--- src/rtl/vga_sync_out.sv ---
// rtl/vga_sync_out.sv - VGA raster timing generator and blanked, latency-matched DAC output stage
//
// Purpose:
//   Counts the raster (hCnt/vCnt) and exports it as pixelX/pixelY for the
//   drawing objects. The object/priority mux returns a colour PIPE_DELAY
//   clocks later. The timing flags (active, hsync, vsync) are delayed by the
//   same amount so the output register sees the flags and the colour for the
//   same pixel. Colour is forced to zero outside active video. startOfFrame
//   pulses once per frame, at the first pixel of vertical blank, for game logic.
//
// Ports:
//   clk           in   1   pixel clock
//   resetN        in   1   asynchronous active-low reset
//   redIn         in   8   red from object mux (valid PIPE_DELAY clocks after pixelX/Y)
//   greenIn       in   8   green from object mux
//   blueIn        in   8   blue from object mux
//   pixelX        out  11  horizontal counter, 0..H_TOTAL-1
//   pixelY        out  11  vertical counter, 0..V_TOTAL-1
//   startOfFrame  out  1   one-clock pulse with pixelX=0, pixelY=V_ACTIVE
//   hsyncN        out  1   horizontal sync, active low
//   vsyncN        out  1   vertical sync, active low
//   blankN        out  1   low outside active video
//   vgaR/vgaG/vgaB out 8   colour to DAC, zero while blanked

module vga_sync_out #(
  parameter int H_ACTIVE   = 640,
  parameter int H_FP       = 16,
  parameter int H_SYNC     = 96,
  parameter int H_BP       = 48,
  parameter int V_ACTIVE   = 480,
  parameter int V_FP       = 10,
  parameter int V_SYNC     = 2,
  parameter int V_BP       = 33,
  parameter int PIPE_DELAY = 1    // supported range 1..4
) (
  input  logic        clk,
  input  logic        resetN,
  input  logic [7:0]  redIn,
  input  logic [7:0]  greenIn,
  input  logic [7:0]  blueIn,
  output logic [10:0] pixelX,
  output logic [10:0] pixelY,
  output logic        startOfFrame,
  output logic        hsyncN,
  output logic        vsyncN,
  output logic        blankN,
  output logic [7:0]  vgaR,
  output logic [7:0]  vgaG,
  output logic [7:0]  vgaB
);

  localparam int H_TOTAL = H_ACTIVE + H_FP + H_SYNC + H_BP;
  localparam int V_TOTAL = V_ACTIVE + V_FP + V_SYNC + V_BP;

  localparam logic [10:0] H_LAST     = 11'(H_TOTAL - 1);
  localparam logic [10:0] V_LAST     = 11'(V_TOTAL - 1);
  localparam logic [10:0] H_ACT_END  = 11'(H_ACTIVE);
  localparam logic [10:0] V_ACT_END  = 11'(V_ACTIVE);
  localparam logic [10:0] V_ACT_LAST = 11'(V_ACTIVE - 1);
  localparam logic [10:0] HS_START   = 11'(H_ACTIVE + H_FP);
  localparam logic [10:0] HS_END     = 11'(H_ACTIVE + H_FP + H_SYNC - 1);
  localparam logic [10:0] VS_START   = 11'(V_ACTIVE + V_FP);
  localparam logic [10:0] VS_END     = 11'(V_ACTIVE + V_FP + V_SYNC - 1);

  // Raster counters
  logic [10:0] r_h_cnt;
  logic [10:0] r_v_cnt;
  logic        w_h_last;
  logic        w_v_last;

  assign w_h_last = (r_h_cnt == H_LAST);
  assign w_v_last = (r_v_cnt == V_LAST);

  always_ff @(posedge clk or negedge resetN) begin
    if (!resetN) begin
      r_h_cnt <= '0;
      r_v_cnt <= '0;
    end else if (w_h_last) begin
      r_h_cnt <= '0;
      r_v_cnt <= w_v_last ? 11'd0 : r_v_cnt + 11'd1;
    end else begin
      r_h_cnt <= r_h_cnt + 11'd1;
    end
  end

  assign pixelX = r_h_cnt;
  assign pixelY = r_v_cnt;

  // Raw timing flags for the pixel the counters point at right now
  logic w_active;
  logic w_hs;
  logic w_vs;

  assign w_active = (r_h_cnt < H_ACT_END) && (r_v_cnt < V_ACT_END);
  assign w_hs     = (r_h_cnt >= HS_START) && (r_h_cnt <= HS_END);
  assign w_vs     = (r_v_cnt >= VS_START) && (r_v_cnt <= VS_END);

  // Flag delay line. After PIPE_DELAY stages the flags belong to the same pixel
  // as the colour arriving from the mux. Clearing it on reset keeps partial sync
  // pulses and stale colour from leaking out after a mid-frame reset.
  logic [PIPE_DELAY-1:0] r_active_sr;
  logic [PIPE_DELAY-1:0] r_hs_sr;
  logic [PIPE_DELAY-1:0] r_vs_sr;

  always_ff @(posedge clk or negedge resetN) begin
    if (!resetN) begin
      r_active_sr <= '0;
      r_hs_sr     <= '0;
      r_vs_sr     <= '0;
    end else begin
      r_active_sr[0] <= w_active;
      r_hs_sr[0]     <= w_hs;
      r_vs_sr[0]     <= w_vs;
      for (int i = 1; i < PIPE_DELAY; i++) begin
        r_active_sr[i] <= r_active_sr[i-1];
        r_hs_sr[i]     <= r_hs_sr[i-1];
        r_vs_sr[i]     <= r_vs_sr[i-1];
      end
    end
  end

  logic w_active_d;
  logic w_hs_d;
  logic w_vs_d;

  assign w_active_d = r_active_sr[PIPE_DELAY-1];
  assign w_hs_d     = r_hs_sr[PIPE_DELAY-1];
  assign w_vs_d     = r_vs_sr[PIPE_DELAY-1];

  // Output register: sync, blank and colour all leave on the same edge
  logic       r_hsync_n;
  logic       r_vsync_n;
  logic       r_blank_n;
  logic [7:0] r_red;
  logic [7:0] r_green;
  logic [7:0] r_blue;

  always_ff @(posedge clk or negedge resetN) begin
    if (!resetN) begin
      r_hsync_n <= 1'b1;
      r_vsync_n <= 1'b1;
      r_blank_n <= 1'b0;
      r_red     <= '0;
      r_green   <= '0;
      r_blue    <= '0;
    end else begin
      r_hsync_n <= ~w_hs_d;
      r_vsync_n <= ~w_vs_d;
      r_blank_n <= w_active_d;
      r_red     <= w_active_d ? redIn   : 8'h00;
      r_green   <= w_active_d ? greenIn : 8'h00;
      r_blue    <= w_active_d ? blueIn  : 8'h00;
    end
  end

  assign hsyncN = r_hsync_n;
  assign vsyncN = r_vsync_n;
  assign blankN = r_blank_n;
  assign vgaR   = r_red;
  assign vgaG   = r_green;
  assign vgaB   = r_blue;

  // Frame tick. This is deliberately not delayed: game logic wants it on the
  // counter timeline, so it lines up with pixelX=0, pixelY=V_ACTIVE.
  logic r_sof;

  always_ff @(posedge clk or negedge resetN) begin
    if (!resetN) begin
      r_sof <= 1'b0;
    end else begin
      r_sof <= w_h_last && (r_v_cnt == V_ACT_LAST);
    end
  end

  assign startOfFrame = r_sof;

endmodule

--- config.mk ---
export PLATFORM = sky130hd
export DESIGN_NAME = vga_sync_out
export DESIGN_NICKNAME = d
export VERILOG_FILES = /design/src/rtl/vga_sync_out.sv
export SDC_FILE = /design/constraint.sdc
export NUM_CORES = 1
export LEC_CHECK = 0
export CORE_ASPECT_RATIO = 1.75
export CORE_UTILIZATION = 44
export CTS_CLUSTER_DIAMETER = 100
export DETAILED_ROUTE_END_ITERATION = 12
export GPL_TIMING_DRIVEN = 0
export PLACE_DENSITY = 0.8
export SLEW_MARGIN = 20
export SYNTH_ARGS = -nofsm -noshare
export SYNTH_HDL_FRONTEND = slang
export SYNTH_SLANG_ARGS = --single-unit
--- constraint.sdc ---
create_clock -name clk -period 2.7 [get_ports clk]
set_clock_uncertainty 0.2 [all_clocks]
set_input_delay 0.54 -clock clk [delete_from_list [all_inputs] [get_ports clk]]
set_output_delay 0.54 -clock clk [all_outputs]
set_load 0.01 [all_outputs]
==> After elaboration in Yosys (flattened, before gate mapping) <==
Cells that the tools add are included.
{ "op_classes": {"addsub": 2, "order_cmp": 6, "eq_ne": 3, "n_mux": 5, "n_bitwise": 2, "n_reduce_logical": 4} }
{ "op_table": {"columns": ["cell", "count"], "rows": [
  ["$mux 8", 3],
  ["$add 11x1->11 const B", 2],
  ["$eq 11x10->1 const B", 2],
  ["$mux 11", 2],
  ["$eq 11x9->1 const B", 1],
  ["$ge 11x10->1 const B", 1],
  ["$ge 11x9->1 const B", 1],
  ["$le 11x10->1 const B", 1],
  ["$le 11x9->1 const B", 1],
  ["$lt 11x10->1 const B", 1],
  ["$lt 11x9->1 const B", 1],
  ["$logic_and 1x1->1", 4],
  ["$not 1->1", 2]
]} }
{ "word_totals": {"register_bits": 53, "input_bits": 26, "out_inout_bits": 50, "elab_cells": 34} }

==> Depth between registers and ports, before layout <==
{ "depth": {"word_depth": 2, "depth_mapped": 6, "depth_no_buf": 6} }

==> Worst setup path before layout <==
Ideal clock, no wire load.
{ "synth_timing": {"path_type": "reg2reg", "startpoint": "register r_h_cnt[5] (netlist: pixelX[5])", "endpoint": "register r_v_cnt[4] (netlist: pixelY[4])", "setup_time_ps": 131, "t_arrival_ps": 1662, "t_required_ps": 2369, "path_slack_ps": 708, "stages_incl_launch_ff": 5, "n_path_buf": 0, "synth_period_minus_slack_ps": 1992, "path_cell_list": "dfrtp_1 > or4_4 > or3_4 > o21ai_1 > o31ai_2"} }
{ "synth_via": {"elab_chain_cells": 1} }
{ "synth_lines": {"columns": ["item", "line_no", "text"], "rows": [
  ["start, declared", "66", "logic [10:0] r_h_cnt;"],
  ["start signal, assigned", "82", "r_h_cnt <= r_h_cnt + 11'd1;"],
  ["$eq 11x10->1", "71", "assign w_h_last = (r_h_cnt == H_LAST);"],
  ["end signal, assigned", "80", "r_v_cnt <= w_v_last ? 11'd0 : r_v_cnt + 11'd1;"],
  ["end, declared", "67", "logic [10:0] r_v_cnt;"]
]} }
Every way passes these cells.
A chain may end at the register's enable or synchronous reset.

==> Final worst setup path <==
{ "layout_timing": {"startpoint": "register r_v_cnt[4] (netlist: pixelY[4])", "endpoint": "output port pixelY[4]"} }
{ "layout_lines": {"columns": ["item", "line_no", "text"], "rows": [
  ["end, declared", "42", "output logic [10:0] pixelY,"]
]} }
No word-level cell between the ends.

==> results_dict.tcl <==
set metrics [dict create \
    status "finished, final reports clean" \
    max_slew_margin_pct 56.50 \
    clk_latency_ns 0.31 \
    synth_xor_area_share_pct 5.309 \
    cts_tree "yes" \
    yosys.area.top_type "dfrtp_1" \
    dp_slack_ns 0.6600 \
    synth-seq-cells 53 \
    cts_buffers 5 \
    grt_pass1_wl_mm 7.113 \
    synth_top_family_by_area "simple AND/OR/NAND/NOR gates" \
    syn_inst 174 \
    synth.most_common_cell "dfrtp_1" \
    setup_ws_ns 0.5507 \
    yosysTopAreaCellShare_pct 59.51 \
    leakage_nw 1.301 \
    syn-num-nets 203 \
    met2WireLength_mm 2.603 \
    cp_cell_sequence "clkdlybuf4s50_1" \
    cts.path.max_buffers 2 \
    synth_edf_count 0 \
    setup_viol 0 \
    grt_use_total_pct 19.00 \
    power.density_nw_per_um2 447.9 \
    synthTopCellsByCount "dfrtp_1 (51), and2_1 (25), nand3_1 (10)" \
    initial_utilization_pct 45.96 \
    m1WireLength_mm 1.703 \
    rows 33 \
    ff2ff_path_depth 4 \
    async_flop_share_pct 100.0 \
    drtPass1Iterations 4 \
    cpMaxStageDelayCell "clkdlybuf4s50_1" \
    core-area_um2 4666 \
    hold_path_class "input port to async pin" \
    die_y_um 94.36 \
    total_power_mw 1.364 \
    remaining_drc_errors 0 \
    wl_met3_um 143 \
    synth-compound-area-share_pct 4.901 \
    fmax_mhz 465.3 \
    syn_avg_cell_area_um2 12.33 \
    synthTopCellsByArea "dfrtp_1 (60%), and2_1 (7.3%), xnor2_1 (3.3%), dfstp_2 (2.5%), nand3_1 (2.3%)" \
    cap_violations 0 \
    clkTransAtPathRegs_ns 0.09 \
    path_max_fanout 8 \
    hpwl_mm 3.312 \
    grt_max_degree 54 \
    cts_repair_resize_count 0 \
    critPathLaunchType "register" \
    reg2reg_slack_ns 0.64 \
    synthDistinctLibCells 36 \
    arrival_ns 1.41 \
    crit_family "buffers and inverters" \
    gp_congestion 0.7746 \
    final_nets 285 \
    path_depth 1 \
    overflow 0 \
    worst_pin_slew_ns 0.6525 \
    design_area_um2 3045 \
    ys.flop_type "dfrtp_1" \
    clock-sinks 53 \
    yosysWarnings 0 \
    vias_per_cell 5.081 \
    post-place-cells 301 \
    vdd_drop_max_mv 0.4275 \
    timing.final.crit_share_pct 79.60 \
    fin_tns_setup_ns 0 \
    grt_antenna_before_repair 0 \
    end_kind "output pin" \
    stdcell_count 309 \
    r2r_start "pixelX[5]" \
    crit_start "pixelY[4]" \
    rsz0062_at_grt "false" \
    synth-simple-area-share_pct 23.45 \
    crit_end "pixelY[4]" \
    path_buf_inv 1 \
    crit_type "register to output pin" \
    antenna_cells 0 \
    ant_nets 0 \
    fillers 381 \
    die_x_um 54.78 \
    first_iter_violations 19 \
    routed.top_layer "met4" \
    ctsRootBufferMaster "clkbuf_8" \
    synthAdderAreaFrac_pct 1.750 \
    numPortBuffers 75 \
    synthMuxAreaShare_pct 0 \
    synthToLayoutAreaGrowth_pct 42.01 \
    drive_gt1_share_pct 8.560 \
    fin_crit_ns 2.149 \
    yosysSeqAreaShare_pct 61.96 \
    synth_area_um2 2145 \
    postCtsSetupBuffers 0 \
    crit_path_max_incr_delay_ns 0.59 \
    htreeDepth 2 \
    routed_wl_mm 4.554 \
    whs_ns 0.05571 \
    die-area_um2 5168 \
    cts_hold_buf 0 \
    r2r_end "pixelY[4]" \
    grt_pass1_vias 1552 \
    fin_util_pct 65.27 \
    wl_per_cell_um 14.74 \
    slew_viol_final 0 \
    num_vias 1570 \
    io_pins 76 \
    place_area_um2 2958 \
    critPathRequiredTime_ns 1.96 \
    hold_viol_final 0 \
]
power by group:
part           switching, mW  internal, mW  total, mW  leakage (nW)
clock                  0.256         0.183      0.439        0.0374
combinational         0.0398        0.0701      0.110         0.611
sequential           0.00445         0.811      0.816         0.653
cell usage in the layout, fill, tap and decap left out, drive strengths merged, types with 7 or more instances in the layout:
| master | Yosys | final |
|---|---|---|
| xnor2 | 8 | 8 |
| clkbuf | 4 | 10 |
| and2 | 25 | 25 |
| nor2 | 8 | 8 |
| dfrtp | 51 | 51 |
| clkdlybuf4s50 | 0 | 74 |
| nand4 | 7 | 7 |
| inv | 7 | 7 |
| nand3 | 10 | 10 |
| o21ai | 10 | 10 |
flip-flops by register name (all words and copies together) (netlist names):
name / flops
vsyncN: 1
blankN: 1
r_hs_sr: 1
vgaR: 8
vgaB: 8
r_vs_sr: 1
r_active_sr: 1
pixelX: 11
hsyncN: 1
pixelY: 11
vgaG: 8
startOfFrame: 1
routing by layer:
| metal | up-vias | GRT usage, % |
|---|---|---|
| met1 | 766 | 21.22 |
| met2 | 40 | 32.43 |
| met5 | - | 0 |
| met3 | 10 | 2.738 |
| met4 | 0 | 10.90 |
| li1 | 754 | - |
logic make-up (layout without fill, tap and decap cells):
group / count (synthesis) / count (layout)
buffers and inverters: 13 / 96
XOR/XNOR: 13 / 13
adder cells (fa/ha/maj): 3 / 3
AND/OR/NAND/NOR: 75 / 75
AO/OA/AOI/OAI: 17 / 17
flip-flops: 53 / 53
how the worst min path moves through the flow:
stage / startpoint / cells after the start / to / slack, ns
detailed placement: r_vs_sr / 1 / vsyncN / 0.14
floorplan: resetN / 0 / blankN / 0.04
CTS: resetN / 1 / vgaR[5] / 0.07
global placement: r_vs_sr / 1 / vsyncN / 0.14
global route: resetN / 1 / vgaG[5] / 0.09
finish: resetN / 1 / vgaG[0] / 0.06
area by class of cell:
class / count / area, um2 / share of cell area, %
Buffer: 6 / 30.03 / 0.9860
Clock buffer: 6 / 72.57 / 2.383
Clock inverter: 2 / 15.01 / 0.4930
Inverter: 7 / 26.28 / 0.8628
Multi-Input combinational cell: 108 / 759.5 / 24.94
Sequential cell: 53 / 1329 / 43.63
Tap cell: 52 / 65.06 / 2.136
Timing Repair Buffer: 75 / 748.2 / 24.57
Note: power is estimated with default switching activity, not from simulation.
